`src/rtl/uart_sm4_frame_ctrl_if.sv`:
```
// Byte-receiver input and block handshake bundle for the UART-to-SM4 frame controller.
// master is the controller side; slave is the receiver/consumer side.
interface uart_sm4_frame_ctrl_if;
    logic [7:0]   rx_pdata;
    logic         rx_pdvalid;
    logic [127:0] blk_data;
    logic [1:0]   blk_mode;
    logic         blk_valid;
    logic         blk_ready;
    logic         busy;
    logic         err_pulse;
    logic [1:0]   err_code;

    modport master (
        input  rx_pdata, rx_pdvalid, blk_ready,
        output blk_data, blk_mode, blk_valid, busy, err_pulse, err_code
    );

    modport slave (
        output rx_pdata, rx_pdvalid, blk_ready,
        input  blk_data, blk_mode, blk_valid, busy, err_pulse, err_code
    );
endinterface

```
`src/rtl/uart_sm4_frame_ctrl.sv`:
```
// Parses header/mode/16-byte frames from the UART byte receiver into 128-bit SM4 blocks,
// with inter-byte timeout, bad-mode and overrun error reporting.
module uart_sm4_frame_ctrl #(
    parameter int unsigned CLK_F        = 50000000,
    parameter int unsigned UART_B       = 9600,
    parameter int unsigned TIMEOUT_BYTS = 4,
    parameter logic [7:0]  HDR_BYTE     = 8'hA5
) (
    input  logic                   clk,
    input  logic                   rst_n,
    uart_sm4_frame_ctrl_if.master  bus
);

    localparam int unsigned BYTE_W  = 8;
    localparam int unsigned BLK_W   = 128;
    localparam int unsigned CNT_W   = 4;
    localparam int unsigned MODE_W  = 2;
    localparam int unsigned TMO_LIM = TIMEOUT_BYTS * 10 * (CLK_F / UART_B);
    localparam int unsigned TMO_W   = $clog2(TMO_LIM + 1);

    typedef enum logic [1:0] {
        IDLE = 2'd0,
        MODE = 2'd1,
        DATA = 2'd2,
        HOLD = 2'd3
    } state_t;

    localparam logic [1:0] ERR_MODE = 2'd1;
    localparam logic [1:0] ERR_TMO  = 2'd2;
    localparam logic [1:0] ERR_OVR  = 2'd3;

    state_t              state, state_nxt;
    logic                rx_pdvalid_d;
    logic                byte_stb;
    logic                mode_ok;
    logic                tmo_hit;
    logic                tmo_run;
    logic                accept;
    logic [BLK_W-1:0]    shreg;
    logic [MODE_W-1:0]   mode_q;
    logic [CNT_W-1:0]    byte_cnt;
    logic [TMO_W-1:0]    tmo_cnt;

    logic                blk_valid_q, blk_valid_nxt;
    logic                busy_q, busy_nxt;
    logic                err_pulse_q, err_pulse_nxt;
    logic [1:0]          err_code_q, err_code_nxt;

    assign byte_stb = bus.rx_pdvalid & ~rx_pdvalid_d;
    assign mode_ok  = (bus.rx_pdata <= 8'd2);
    assign tmo_hit  = (tmo_cnt == TMO_W'(TMO_LIM));
    assign accept   = blk_valid_q & bus.blk_ready;

    // State register
    always_ff @(posedge clk or negedge rst_n) begin
        if (!rst_n) state <= IDLE;
        else        state <= state_nxt;
    end

    // Next-state logic; an arriving byte always takes priority over timeout expiry
    always_comb begin
        state_nxt = state;
        case (state)
            IDLE: if (byte_stb && (bus.rx_pdata == HDR_BYTE)) state_nxt = MODE;
            MODE: begin
                if (byte_stb)     state_nxt = mode_ok ? DATA : IDLE;
                else if (tmo_hit) state_nxt = IDLE;
            end
            DATA: begin
                if (byte_stb) begin
                    if (byte_cnt == CNT_W'(15)) state_nxt = HOLD;
                end else if (tmo_hit) begin
                    state_nxt = IDLE;
                end
            end
            HOLD:    if (accept) state_nxt = IDLE;
            default: state_nxt = IDLE;
        endcase
    end

    // Next values of the registered status outputs
    always_comb begin
        err_pulse_nxt = 1'b0;
        err_code_nxt  = err_code_q;
        blk_valid_nxt = (state_nxt == HOLD);
        busy_nxt      = (state_nxt != IDLE);
        case (state)
            MODE: begin
                if (byte_stb && !mode_ok) begin
                    err_pulse_nxt = 1'b1;
                    err_code_nxt  = ERR_MODE;
                end else if (!byte_stb && tmo_hit) begin
                    err_pulse_nxt = 1'b1;
                    err_code_nxt  = ERR_TMO;
                end
            end
            DATA: begin
                if (!byte_stb && tmo_hit) begin
                    err_pulse_nxt = 1'b1;
                    err_code_nxt  = ERR_TMO;
                end
            end
            HOLD: begin
                if (byte_stb) begin
                    err_pulse_nxt = 1'b1;
                    err_code_nxt  = ERR_OVR;
                end
            end
            default: ;
        endcase
    end

    // Timeout counter only advances while idling inside MODE/DATA
    assign tmo_run = ((state == MODE) || (state == DATA)) && (state_nxt == state) && !byte_stb;

    // Byte capture, frame assembly and timeout datapath
    always_ff @(posedge clk or negedge rst_n) begin
        if (!rst_n) begin
            rx_pdvalid_d <= 1'b0;
            shreg        <= '0;
            mode_q       <= '0;
            byte_cnt     <= '0;
            tmo_cnt      <= '0;
        end else begin
            rx_pdvalid_d <= bus.rx_pdvalid;
            if ((state == MODE) && byte_stb && mode_ok) begin
                mode_q   <= bus.rx_pdata[MODE_W-1:0];
                byte_cnt <= '0;
            end
            if ((state == DATA) && byte_stb) begin
                shreg    <= {shreg[BLK_W-BYTE_W-1:0], bus.rx_pdata};
                byte_cnt <= byte_cnt + CNT_W'(1);
            end
            if (!tmo_run)      tmo_cnt <= '0;
            else if (!tmo_hit) tmo_cnt <= tmo_cnt + TMO_W'(1);
        end
    end

    // Status output registers
    always_ff @(posedge clk or negedge rst_n) begin
        if (!rst_n) begin
            blk_valid_q <= 1'b0;
            busy_q      <= 1'b0;
            err_pulse_q <= 1'b0;
            err_code_q  <= 2'd0;
        end else begin
            blk_valid_q <= blk_valid_nxt;
            busy_q      <= busy_nxt;
            err_pulse_q <= err_pulse_nxt;
            err_code_q  <= err_code_nxt;
        end
    end

    // shreg does not shift outside DATA, so it is stable for the whole HOLD window
    assign bus.blk_data  = shreg;
    assign bus.blk_mode  = mode_q;
    assign bus.blk_valid = blk_valid_q;
    assign bus.busy      = busy_q;
    assign bus.err_pulse = err_pulse_q;
    assign bus.err_code  = err_code_q;

endmodule

```
`src/flat_wrapper.sv`:
```
// flat-port wrapper written by rule: the top's interface ports become plain ports
module uart_sm4_frame_ctrl_flat 
#(
    parameter int unsigned CLK_F        = 50000000,
    parameter int unsigned UART_B       = 9600,
    parameter int unsigned TIMEOUT_BYTS = 4,
    parameter logic [7:0]  HDR_BYTE     = 8'hA5
)
  (clk, rst_n, bus_rx_pdata, bus_rx_pdvalid, bus_blk_ready, bus_blk_data, bus_blk_mode, bus_blk_valid, bus_busy, bus_err_pulse, bus_err_code);
  uart_sm4_frame_ctrl_if bus_i ();
  input  logic clk;
  input  logic rst_n;
  input wire logic [$bits(bus_i.rx_pdata)-1:0] bus_rx_pdata;
  input wire logic [$bits(bus_i.rx_pdvalid)-1:0] bus_rx_pdvalid;
  input wire logic [$bits(bus_i.blk_ready)-1:0] bus_blk_ready;
  output wire logic [$bits(bus_i.blk_data)-1:0] bus_blk_data;
  output wire logic [$bits(bus_i.blk_mode)-1:0] bus_blk_mode;
  output wire logic [$bits(bus_i.blk_valid)-1:0] bus_blk_valid;
  output wire logic [$bits(bus_i.busy)-1:0] bus_busy;
  output wire logic [$bits(bus_i.err_pulse)-1:0] bus_err_pulse;
  output wire logic [$bits(bus_i.err_code)-1:0] bus_err_code;
  assign bus_i.rx_pdata = bus_rx_pdata;
  assign bus_i.rx_pdvalid = bus_rx_pdvalid;
  assign bus_i.blk_ready = bus_blk_ready;
  assign bus_blk_data = bus_i.blk_data;
  assign bus_blk_mode = bus_i.blk_mode;
  assign bus_blk_valid = bus_i.blk_valid;
  assign bus_busy = bus_i.busy;
  assign bus_err_pulse = bus_i.err_pulse;
  assign bus_err_code = bus_i.err_code;
  uart_sm4_frame_ctrl #(.CLK_F(CLK_F), .UART_B(UART_B), .TIMEOUT_BYTS(TIMEOUT_BYTS), .HDR_BYTE(HDR_BYTE)) u_core (.clk(clk), .rst_n(rst_n), .bus(bus_i));
endmodule
```
`config.mk`:
```
export PLATFORM = sky130hd
export DESIGN_NAME = uart_sm4_frame_ctrl_flat
export DESIGN_NICKNAME = d
export VERILOG_FILES = /design/src/rtl/uart_sm4_frame_ctrl_if.sv /design/src/rtl/uart_sm4_frame_ctrl.sv /design/src/flat_wrapper.sv
export SDC_FILE = /design/constraint.sdc
export NUM_CORES = 1
export LEC_CHECK = 0
export BUFFER_PORTS_ARGS = -buffer_cell sky130_fd_sc_hd__buf_2
export CORE_MARGIN = 3
export CORE_UTILIZATION = 50
export CTS_BUF_LIST = sky130_fd_sc_hd__clkbuf_8
export CTS_CLUSTER_SIZE = 25
export DETAILED_ROUTE_END_ITERATION = 8
export GPL_TIMING_DRIVEN = 0
export PLACE_DENSITY_LB_ADDON = 0.12
export RECOVER_POWER = 25
export SETUP_SLACK_MARGIN = 0.4
export SLEW_MARGIN = 20
export SYNTH_ARGS = -nofsm -noshare
export SYNTH_HDL_FRONTEND = slang
export SYNTH_SLANG_ARGS = --single-unit
```
`constraint.sdc`:
```
create_clock -name clk -period 2.1 [get_ports clk]
set_clock_uncertainty 0.05 [all_clocks]
set_input_delay 0.63 -clock clk [delete_from_list [all_inputs] [get_ports clk]]
set_output_delay 0.63 -clock clk [all_outputs]
set_load 0.005 [all_outputs]
```
Yosys cells after proc, flatten, opt, wreduce, memory -nomap -nowiden
Cells that the tools add are included.
{"block": "op_classes", "addsub": 2, "mul": 0, "div_mod_pow": 0, "order_cmp": 1, "eq_ne": 10, "shift": 0, "n_mux": 20, "bitwise": 3, "n_reduce_logical": 16}
{"operator": "$mux 18", "n": 2}
{"operator": "$mux 2", "n": 10}
{"operator": "$add 18x1->18 const B", "n": 1}
{"operator": "$eq 18x18->1 const B", "n": 1}
{"operator": "$eq 8x8->1 const B", "n": 1}
{"operator": "$le 8x2->1 const B", "n": 1}
{"operator": "$logic_and 1x1->1", "n": 8}
{"operator": "$mux 4", "n": 2}
{"operator": "$pmux 2 s4", "n": 1}
{"operator": "$eq 2x2->1 const B", "n": 3}
{"operator": "$pmux 2 s3", "n": 1}
{"operator": "$add 4x1->4 const B", "n": 1}
{"operator": "$eq 4x4->1 const B", "n": 1}
{"operator": "$reduce_bool 2->1", "n": 2}
{"operator": "$mux 1", "n": 3}
{"operator": "$pmux 1 s3", "n": 1}
{"operator": "$reduce_bool 3->1", "n": 1}
{"operator": "$and 1x1->1", "n": 2}
{"operator": "$eq 2x1->1 const B", "n": 1}
{"operator": "$eq 2x2->1", "n": 1}
{"operator": "$logic_not 1->1", "n": 2}
{"operator": "$logic_not 2->1", "n": 1}
{"operator": "$ne 2x1->1 const B", "n": 1}
{"operator": "$ne 2x2->1 const B", "n": 1}
{"operator": "3 further kinds", "n": 3}
{"block": "totals", "reg_bits": 160, "latch_bits": 0, "ram_bits": 0, "rom_bits": 0, "word_cells": 62, "n_memories": 0}

Logic depth before layout (Yosys ltp)
Gate-level depths: netlist of the first run.
{"block": "depth", "word_depth": 9, "depth_mapped": 9, "mapped_depth_nobuf": 7}

Least setup slack after synthesis of the first run
Ideal clock, no wire load.
{"block": "synth_timing", "kind": "reg2reg", "from": "register u_core.state[0]", "to": "register u_core.shreg[73] (netlist: u_core.bus.blk_data[73])", "arrival_time_ps": 2000, "t_required_ps": 1925, "path_slack_ps": -75, "stages_incl_launch_ff": 8, "period_less_slack_ps": 2175, "cell_sequence": "dfrtp_1 > inv_1 > ha_1 > clkbuf_1 > nand2_1 > clkbuf_1 > clkbuf_1 > mux2_2"}
{"block": "synth_via", "elab_chain_len": 2}
{"element": "from (decl)", "line": "uart_sm4_frame_ctrl.sv:32", "text": "state_t state, state_nxt;"}
{"element": "from (signal assigned)", "line": "uart_sm4_frame_ctrl.sv:57", "text": "else state <= state_nxt;"}
{"element": "$eq 2x2->1", "line": "uart_sm4_frame_ctrl.sv:130", "text": "if ((state == DATA) && byte_stb) begin"}
{"element": "$logic_and 1x1->1", "line": "uart_sm4_frame_ctrl.sv:130"}
{"element": "to (signal assigned)", "line": "uart_sm4_frame_ctrl.sv:131", "text": "shreg <= {shreg[BLK_W-BYTE_W-1:0], bus.rx_pdata};"}
{"element": "to (decl)", "line": "uart_sm4_frame_ctrl.sv:39", "text": "logic [BLK_W-1:0] shreg;"}
No other way between the ends.
A chain may end at the register's enable or synchronous reset.

Worst setup path in the final report of the first run
{"block": "layout_timing", "from": "register u_core.state[1]", "to": "register u_core.tmo_cnt[13]"}
{"block": "layout_via", "elab_chain_len": 7, "word_cells_on_any_way": 17}
{"element": "$mux 2 (on tied branches)", "line": "uart_sm4_frame_ctrl.sv:67, uart_sm4_frame_ctrl.sv:72, uart_sm4_frame_ctrl.sv:71"}
{"element": "$mux 2 (on tied branches)", "line": "uart_sm4_frame_ctrl.sv:70, uart_sm4_frame_ctrl.sv:66"}
{"element": "$pmux 2 s4", "line": "uart_sm4_frame_ctrl.sv:63", "text": "case (state)"}
{"element": "$eq 2x2->1", "line": "uart_sm4_frame_ctrl.sv:114", "text": "assign tmo_run = ((state == MODE) || (state == DATA)) && (state_nxt == state) && !byte_stb;"}
{"element": "$logic_and 1x1->1 (*) (2 in a row)", "line": "uart_sm4_frame_ctrl.sv:114"}
{"element": "$ne 2x2->1 (no line) / $mux 18 (equally long branches)"}
{"element": "to (signal assigned)", "line": "uart_sm4_frame_ctrl.sv:135", "text": "else if (!tmo_hit) tmo_cnt <= tmo_cnt + TMO_W'(1);"}
{"element": "to (decl)", "line": "uart_sm4_frame_ctrl.sv:42", "text": "logic [TMO_W-1:0] tmo_cnt;"}
Mark *: on every way between the ends. The rest lies on a longest branch, timed or not.

==> results of run 1 <==
## synthesized netlist by cell type, types with 2 or more instances
library cell    n
dfrtp_1       160
nand2b_1        3
and4_1          3
ha_1            7
a211o_1         2
nor3_1          5
nor4_1          3
mux2_2        130
nor4b_1         2
inv_1           6
or3_1           2
mux2i_1         2
nand3_1        11
o21ai_0         6
nor3b_1         3
a31oi_1         2
xnor2_1         8
a21oi_1         7
and2_1          2
xor2_1          9
buf_2           4
nor2_1         27
nand4_1         6
o41ai_1         2
clkbuf_1       13
nand2_1        13
and3_1          6
## final cells by class
type,count,area share
Tap cell,168,0.02161
Clock buffer,17,0.02406
Inverter,6,0.002830
Timing Repair Buffer,267,0.2037
Clock inverter,15,0.01994
Multi-Input combinational cell,275,0.2830
Buffer,19,0.03268
Sequential cell,160,0.4122
## timing repair
action,4_1_cts,5_1_grt
setup buffers,40,65
hold buffers,0,0
gates resized for setup,60,73
pin swaps,15,5
endpoints found under the setup margin,180,265
cloned,8,8
## flip-flops by register name (all words and copies together) (netlist names)
name / count
u_core.bus.err_code: 2
u_core.state: 2
u_core.byte_cnt: 4
u_core.bus.blk_data: 128
u_core.rx_pdvalid_d: 1
u_core.bus.err_pulse: 1
u_core.tmo_cnt: 18
u_core.bus.busy: 1
u_core.bus.blk_valid: 1
u_core.bus.blk_mode: 2
## logic make-up (layout without fill, tap and decap cells)
logic type      Yosys count  in the layout  synth area share
fa+ha+maj                 7              7           0.01350
mux                     132            132            0.2287
buf+inv                  25            324           0.01639
xor+xnor                 17             17           0.02295
compound gates           26             26           0.02642
flops                   160            160            0.6172
simple gates             92             93           0.07484
## power breakdown
| part | switching (W) | total (W) | internal [W] |
|---|---|---|---|
| Combinational | 0.000237 | 0.000430 | 0.000192 |
| Clock | 0.00116 | 0.00245 | 0.00129 |
| Sequential | 0.0000247 | 0.00313 | 0.00311 |
## final timing paths
path	cells after the start	endpoint	slack, ns	start
worst max-delay path	8	u_core.tmo_cnt[13]	0.09	u_core.state[1]
worst min-delay path	1	u_core.rx_pdvalid_d	0.34	bus_rx_pdvalid
worst max register to register	8	u_core.tmo_cnt[13]	0.09	u_core.state[1]
worst min register to register	1	u_core.bus.blk_data[125]	0.46	u_core.bus.blk_data[125]
max in group asynchronous	2	u_core.state[1]	0.34	rst_n
min in group asynchronous	1	u_core.bus.blk_data[68]	0.53	rst_n
## per-stage QoR
stage               cell area [sq um]  hold slack (ns)
floorplan                        6624           0.2844
global placement                 7565           0.4321
detailed placement               7602           0.4403
CTS                              8773          0.08189
global route                     9726           0.3169
finish                           9726           0.3378
## routing by layer
layer	up-vias	routed length (um)	GRT usage	part of all wire
met2	156	9076	0.3474	0.52
met1	2497	7129	0.2708	0.41
met3	30	857	0.05372	0.049
met4	0	400	0.07158	0.023
met5	-	0	0	0
li1	2213	-	-	-
## worst max-delay path, cell delays in order (launching register included)
cell	delay (ns)
dfrtp_2	0.48
ha_2	0.21
clkbuf_8	0.14
buf_4	0.14
a221oi_4	0.29
nand4_1	0.22
nand3_4	0.18
buf_6	0.13
nor2_1	0.05
==> impl_metrics.ini, run 1 <==
[floorplanning]
initial_core_util = 0.5248
rows = 40
core_sq_um = 12360
die_h_um = 119.9
die_width_um = 119.9
die_area_sq_um = 14380
io_pins = 147

[timing]
fin_ws_ns = 0.08653
fin_tns_setup_ns = 0
max_slew.worst_pin.slew_ns = 1.596
hold_viol_final = 0
slew_headroom = -0.06397
fmax_ghz = 0.4967
fin_crit_ns = 2.013
maxSlewViolCount = 73
grt_setup_unrepaired = true
setup_viol = 0
post-route-period-util = 0.9588

[routing]
dr.pass1.iters = 4
wire_per_inst_um = 18.84
vias = 4896
drt_drc_violations_left = 0
routed_wl_um = 17460
ant_nets = 0
drtIter0Drc = 303
routed_via_density = 5.282

[place]
gp_congestion = 0.8319
dp.cells = 774
post-place-ws_ns = -0.1289
io_buffers = 146
dpl.hpwl_um = 9678

[global_route]
grt_pass1_vias = 4594
grt_max_degree = 89
grt_pass1_wl_um = 23740
grt_use_total = 0.2100
grt_antenna_before_repair = 0
grt-ovfl-total = 0

[cts]
cts_tree = built
cts_sinks = 160
cts_max_path_buffers = 2
clk_latency_ns = 0.46
cts_htree_levels = 4
numCtsBuffers = 17
clk_pin_slew_worst_paths_ns = 0.09
root_buffer = clkbuf_8

[yosys]
avgSynthCellArea_sq_um = 14.13
yosys_register_bits = 160
synth_top_area_share = 0.6172
yosysTopAreaCell = dfrtp_1
syn_inst = 459
synth_area_sq_um = 6487
synthTopCellsByArea = dfrtp_1, mux2_2, nor2_1
syn_nets = 478
synthFlopType = dfrtp_1
async_flop_share = 1.000
yosysUniqueCellTypes = 42
synth_edf_count = 0
synth_seq_area_share = 0.6172
yosys_warnings = 0

[cells_and_area]
post-route-util = 0.7867
nFillCells = 692
drive_gt1_frac = 0.6535
final_common_cell = dfrtp_1
most-common-layout-cells = dfrtp_1, buf_2, mux2_2, buf_4, clkbuf_8
nets = 765
syn_to_final_growth_pct = 49.91
final_cells = 927
multiInputGateArea_sq_um = 2753
seqCellArea_sq_um = 4009
antenna_cells = 0

[job]
maxCapViolations = 1

[setup_path]
crit_fanout = 5
cp-start-kind = flip-flop
path_class = flip-flop to flip-flop
arrival_ns = 2.31
cp.required_ns = 2.39
crit_path_end_kind = flip-flop

[status]
violations = max-capacitance violations, max-slew violations
outcome = finished, violations left

[pwr]
peakVddDrop_mv = 0.3699
p_total_w = 0.006012
p_leak_nw = 5.343
p_per_area_nw_per_um2 = 618.2

[worst_hold_path]
hold_path.class = primary input to flip-flop
(Power assumes the default switching activity.)
==> inputs of run 2 (changes only) <==
- CORE_ASPECT_RATIO: default -> 0.5
- CORE_MARGIN: 3 -> 1.5
==> impl_metrics.ini, run 2 (same netlist as run 1, synthesis figures left out) <==
[timing]
hold_viol_final = 0
maxSlewViolCount = 0
slew_headroom = 0.1426
fin_tns_setup_ns = 0
grt_setup_unrepaired = true
setup_viol = 0
fmax_ghz = 0.5040
post-route-period-util = 0.9449
fin_ws_ns = 0.1157
fin_crit_ns = 1.984
max_slew.worst_pin.slew_ns = 1.286

[routing]
ant_nets = 0
drtIter0Drc = 221
dr.pass1.iters = 4
vias = 4652
routed_wl_um = 15560
drt_drc_violations_left = 0
routed_via_density = 5.118
wire_per_inst_um = 17.12

[global_route]
grt-ovfl-total = 0
grt_antenna_before_repair = 0
grt_pass1_vias = 4381
grt_pass1_wl_um = 22800
grt_use_total = 0.2175
grt_max_degree = 94

[cts]
root_buffer = clkbuf_8
postCtsHoldBufs = 0
numCtsBuffers = 17
cts_htree_levels = 4
clk_latency_ns = 0.45
cts_max_path_buffers = 2
cts_tree = built
clk_pin_slew_worst_paths_ns = 0.09
cts_sinks = 160

[setup_path]
cp.required_ns = 2.39
path_class = flip-flop to flip-flop
crit_fanout = 5
crit_path_end_kind = flip-flop
cp-start-kind = flip-flop
arrival_ns = 2.27

[cells_and_area]
syn_to_final_growth_pct = 42.64
most-common-layout-cells = dfrtp_1, buf_2, mux2_2, buf_4, nor2_1
nets = 746
nFillCells = 873
largest_register_ffs = 128
final_cells = 909
post-route-util = 0.7308
final_common_cell = dfrtp_1
antenna_cells = 0
drive_gt1_frac = 0.6306

[place]
dpl.hpwl_um = 9613
io_buffers = 146
post-place-ws_ns = -0.09808
gp_congestion = 0.8481
dp.cells = 776

[floorplanning]
die_area_sq_um = 13710
io_pins = 147
initial_core_util = 0.5123
die_width_um = 164.1
rows = 29
core_sq_um = 12660
die_h_um = 83.55

[pwr]
peakVddDrop_mv = 0.3657
p_per_area_nw_per_um2 = 609.1
p_total_w = 0.005637
p_leak_nw = 5.110

[worst_hold_path]
hold_path.class = primary input to flip-flop

[status]
outcome = completed

[job]
maxCapViolations = 0
## run 2: cell types whose count changed in the layout (fill, tap and decap cells not counted), moves of 3 or more
cell,delta
nor2_1,+6
bufinv_16,-4
clkinv_2,-3
inv_6,+6
buf_16,-4
ha_4,-3
nor2_2,-6
mux2_2,+15
buf_4,-12
buf_8,-4
mux2_4,-15
## run 2: path summary, 6_finish.rpt
path	start	endpoint	slack, ns	depth (start not counted)
setup / recovery	u_core.tmo_cnt[1]	u_core.tmo_cnt[11]	0.12	8
hold / removal	bus_rx_pdvalid	u_core.rx_pdvalid_d	0.31	1
setup reg to reg	u_core.tmo_cnt[1]	u_core.tmo_cnt[11]	0.12	8
hold reg to reg	u_core.bus.blk_data[124]	u_core.bus.blk_data[124]	0.46	1
max in group asynchronous	rst_n	u_core.state[0]	0.61	2
min in group asynchronous	rst_n	u_core.bus.blk_data[120]	0.44	1
## run 2: metrics by stage
stage | instance area [sq um] | hold WS, ns
after detailed placement | 7605 | 0.4382
after floorplan | 6624 | 0.2844
after CTS | 8477 | 0.1439
after global routing | 9254 | 0.2860
after global placement | 7567 | 0.4318
final | 9254 | 0.3054
## run 2: critical path, stage by stage, from the launching register on
cell	delay [ns]
dfrtp_1	0.42
inv_2	0.08
ha_4	0.12
nand4bb_1	0.09
or4_4	0.44
or3_4	0.36
nand3_4	0.13
buf_6	0.14
nor2_1	0.05
## run 2: final cells by class
type	instances	area, sq um	share of cell area
flip-flops and latches	160	4008	0.4331
multi-input cells	274	2584	0.2792
repair buffers	249	1774	0.1917
inverters	6	22.52	0.002434
clock buffers	17	234.0	0.02528
plain buffers	19	297.8	0.03218
clock inverters	14	121.4	0.01312
well taps	170	212.7	0.02299
## run 2: where the power goes
group | internal (W) | switching, W
clock network | 0.000849 | 0.00125
registers | 0.00311 | 0.0000209
logic | 0.000181 | 0.000222
total | 0.00414 | 0.00150
## run 2: routing by layer
metal / wire length [um] / vias to the layer above / global-route usage
li1: - / 2180 / -
met1: 6536 / 2340 / 0.2744
met2: 8143 / 114 / 0.3621
met3: 735 / 18 / 0.05266
met4: 146 / 0 / 0.08678
met5: 0 / - / 0
## run 2: timing repair
| action | 4_1_cts | 5_1_grt |
|---|---|---|
| gates cloned | 2 | 10 |
| endpoints found under the setup margin | 177 | 242 |
| pin swaps | 18 | 5 |
| setup buffers | 38 | 52 |
| resized for setup | 48 | 41 |
==> inputs of run 3 (changes only) <==
- CAP_MARGIN: default -> 0
- CORE_UTILIZATION: 50 -> 49
- CTS_BUF_LIST: sky130_fd_sc_hd__clkbuf_8 -> default
==> impl_metrics.ini, run 3 (same netlist as run 1, synthesis figures left out) <==
[timing]
grt_setup_unrepaired = true
setup_viol = 0
fin_hold_ws_ns = 0.3251
maxSlewViolCount = 0
fmax_ghz = 0.4968
slew_headroom = 0.2568
post-route-period-util = 0.9585
max_slew.worst_pin.slew_ns = 1.115
fin_crit_ns = 2.013
fin_ws_ns = 0.08721
hold_viol_final = 0

[cts]
postCtsHoldBufs = 0
cts_sinks = 160
cts_tree = built
clk_pin_slew_worst_paths_ns = 0.07
root_buffer = clkbuf_16
cts_htree_levels = 4
numCtsBuffers = 17
cts_max_path_buffers = 2
clk_latency_ns = 0.41

[worst_hold_path]
worstHoldStart = bus_rx_pdvalid
hold_path.class = primary input to flip-flop
hold_depth = 1

[setup_path]
max_stage_delay_ns = 0.41
cp.required_ns = 2.35
r2r_cells = 8
startpoint = u_core.state[0]
r2r_start = u_core.state[0]
crit_chain = inv_2, ha_2, clkbuf_8, a211o_1, or3_4, nand3_4, buf_6, nor2_2
cp_slowest_cell = dfrtp_1
path_class = flip-flop to flip-flop
crit_fanout = 10
arrival_ns = 2.26
crit_path_end_kind = flip-flop
cp-start-kind = flip-flop

[routing]
drt_drc_violations_left = 0
wl_met2_um = 7746
wl_met3_um = 617
wl_met1_um = 6802
dr.pass1.iters = 4
drtIter0Drc = 185
routed_via_density = 5.255
ant_nets = 0
dr.max_layer_used = met4
wire_per_inst_um = 17.91
routed_wl_um = 15260
vias = 4477

[pwr]
peakVddDrop_mv = 0.4730
p_sw_frac = 0.2414
p_sw_w = 0.001585
p_leak_nw = 4.923
p_per_area_nw_per_um2 = 719.7
pwr-share-clk = 0.465
internal_power_w = 0.004979
combPwrFrac = 0.057
seq_power_share = 0.478

[floorplanning]
rows = 29
io_pins = 147
die_h_um = 84.37
initial_core_util = 0.5065
core_sq_um = 12810
die_width_um = 165.7
die_area_sq_um = 13980

[cells_and_area]
most-common-layout-cells = dfrtp_1, buf_2, mux2_2, clkbuf_16, buf_4
largest_register_ffs = 128
final_common_cell = dfrtp_1
nFillCells = 909
post-route-util = 0.7120
syn_to_final_growth_pct = 40.58
drive_gt1_frac = 0.6056
nets = 688
antenna_cells = 0

[place]
post-place-ws_ns = -0.1685
io_buffers = 146
gp_congestion = 0.8587
dpl.hpwl_um = 9474

[global_route]
grt_pass1_wl_um = 23150
grt_antenna_before_repair = 0
grt_pass1_vias = 4364
grt_use_total = 0.2115
grt-ovfl-total = 0
grt_max_degree = 82

[status]
outcome = completed

[job]
maxCapViolations = 0
==> run 3: cell types whose count changed in the layout (fill, tap and decap cells not counted), moves of 3 or more <==
cell and change:
nor2_2 +6, clkbuf_8 -15, nor2_1 -6, buf_8 +3
buf_4 -61, buf_6 -4, clkbuf_16 +21
==> run 3: through the flow <==
step | total power, W | TNS (ns) | std cells | cell area (sq um)
2_1_floorplan | 0.003321 | 0 | 459 | 6624
3_3_place_gp | 0.003452 | -326.69 | 775 | 7567
3_5_place_dp | 0.003465 | -1.500 | 776 | 7605
4_1_cts | 0.006579 | 0 | 834 | 8720
5_1_grt | 0.006808 | 0 | 852 | 9120
6_report | 0.006564 | 0 | 852 | 9120
==> run 3: cell type report <==
| class | count | area, sq um | area share |
|---|---|---|---|
| buffer | 19 | 362.8 | 0.03979 |
| clock buffer | 18 | 439.2 | 0.04815 |
| clock inverter | 14 | 142.6 | 0.01564 |
| inverter | 6 | 25.02 | 0.002744 |
| multi-input combinational | 275 | 2620 | 0.2873 |
| sequential | 160 | 4005 | 0.4392 |
| tap | 170 | 212.7 | 0.02332 |
| timing repair buffer | 190 | 1313 | 0.1439 |
==> run 3: what timing repair did <==
item,4_1_cts,5_1_grt
gates resized for setup,56,40
setup buffers,20,8
cloned,6,10
setup endpoints to repair,159,159
pin swaps,14,7
==> run 3: power groups by stage <==
stage / clock, W / sequential (W) / combinational (W)
floorplan: 0 / 0.00319 / 0.000127
global placement: 0 / 0.00320 / 0.000256
detailed placement: 0 / 0.00320 / 0.000269
CTS: 0.00311 / 0.00313 / 0.000333
global route: 0.00325 / 0.00314 / 0.000417
finish: 0.00305 / 0.00314 / 0.000377
==> run 3: final timing paths <==
check | slack [ns] | to
hold / removal | 0.33 | u_core.rx_pdvalid_d
min in group asynchronous | 0.38 | u_core.bus.blk_data[120]
setup reg to reg | 0.09 | u_core.tmo_cnt[13]
max in group asynchronous | 0.66 | u_core.bus.blk_data[68]
hold reg to reg | 0.45 | u_core.bus.blk_data[127]
setup / recovery | 0.09 | u_core.tmo_cnt[13]
==> run 3: worst max-delay path: cells and delay by family, from the launching register on <==
kind / cells / cell delay [ns]
AO/OA/AOI/OAI: 1 / 0.28
adder cells (fa/ha/maj): 1 / 0.19
buffers and inverters: 3 / 0.38
flip-flops: 1 / 0.41
AND/OR/NAND/NOR: 3 / 0.59
==> run 3: per-layer routing <==
metal | up-vias | GRT usage
li1 | 2068 | -
met1 | 2271 | 0.2862
met2 | 130 | 0.3481
met3 | 8 | 0.04196
met4 | 0 | 0.06716
met5 | - | 0
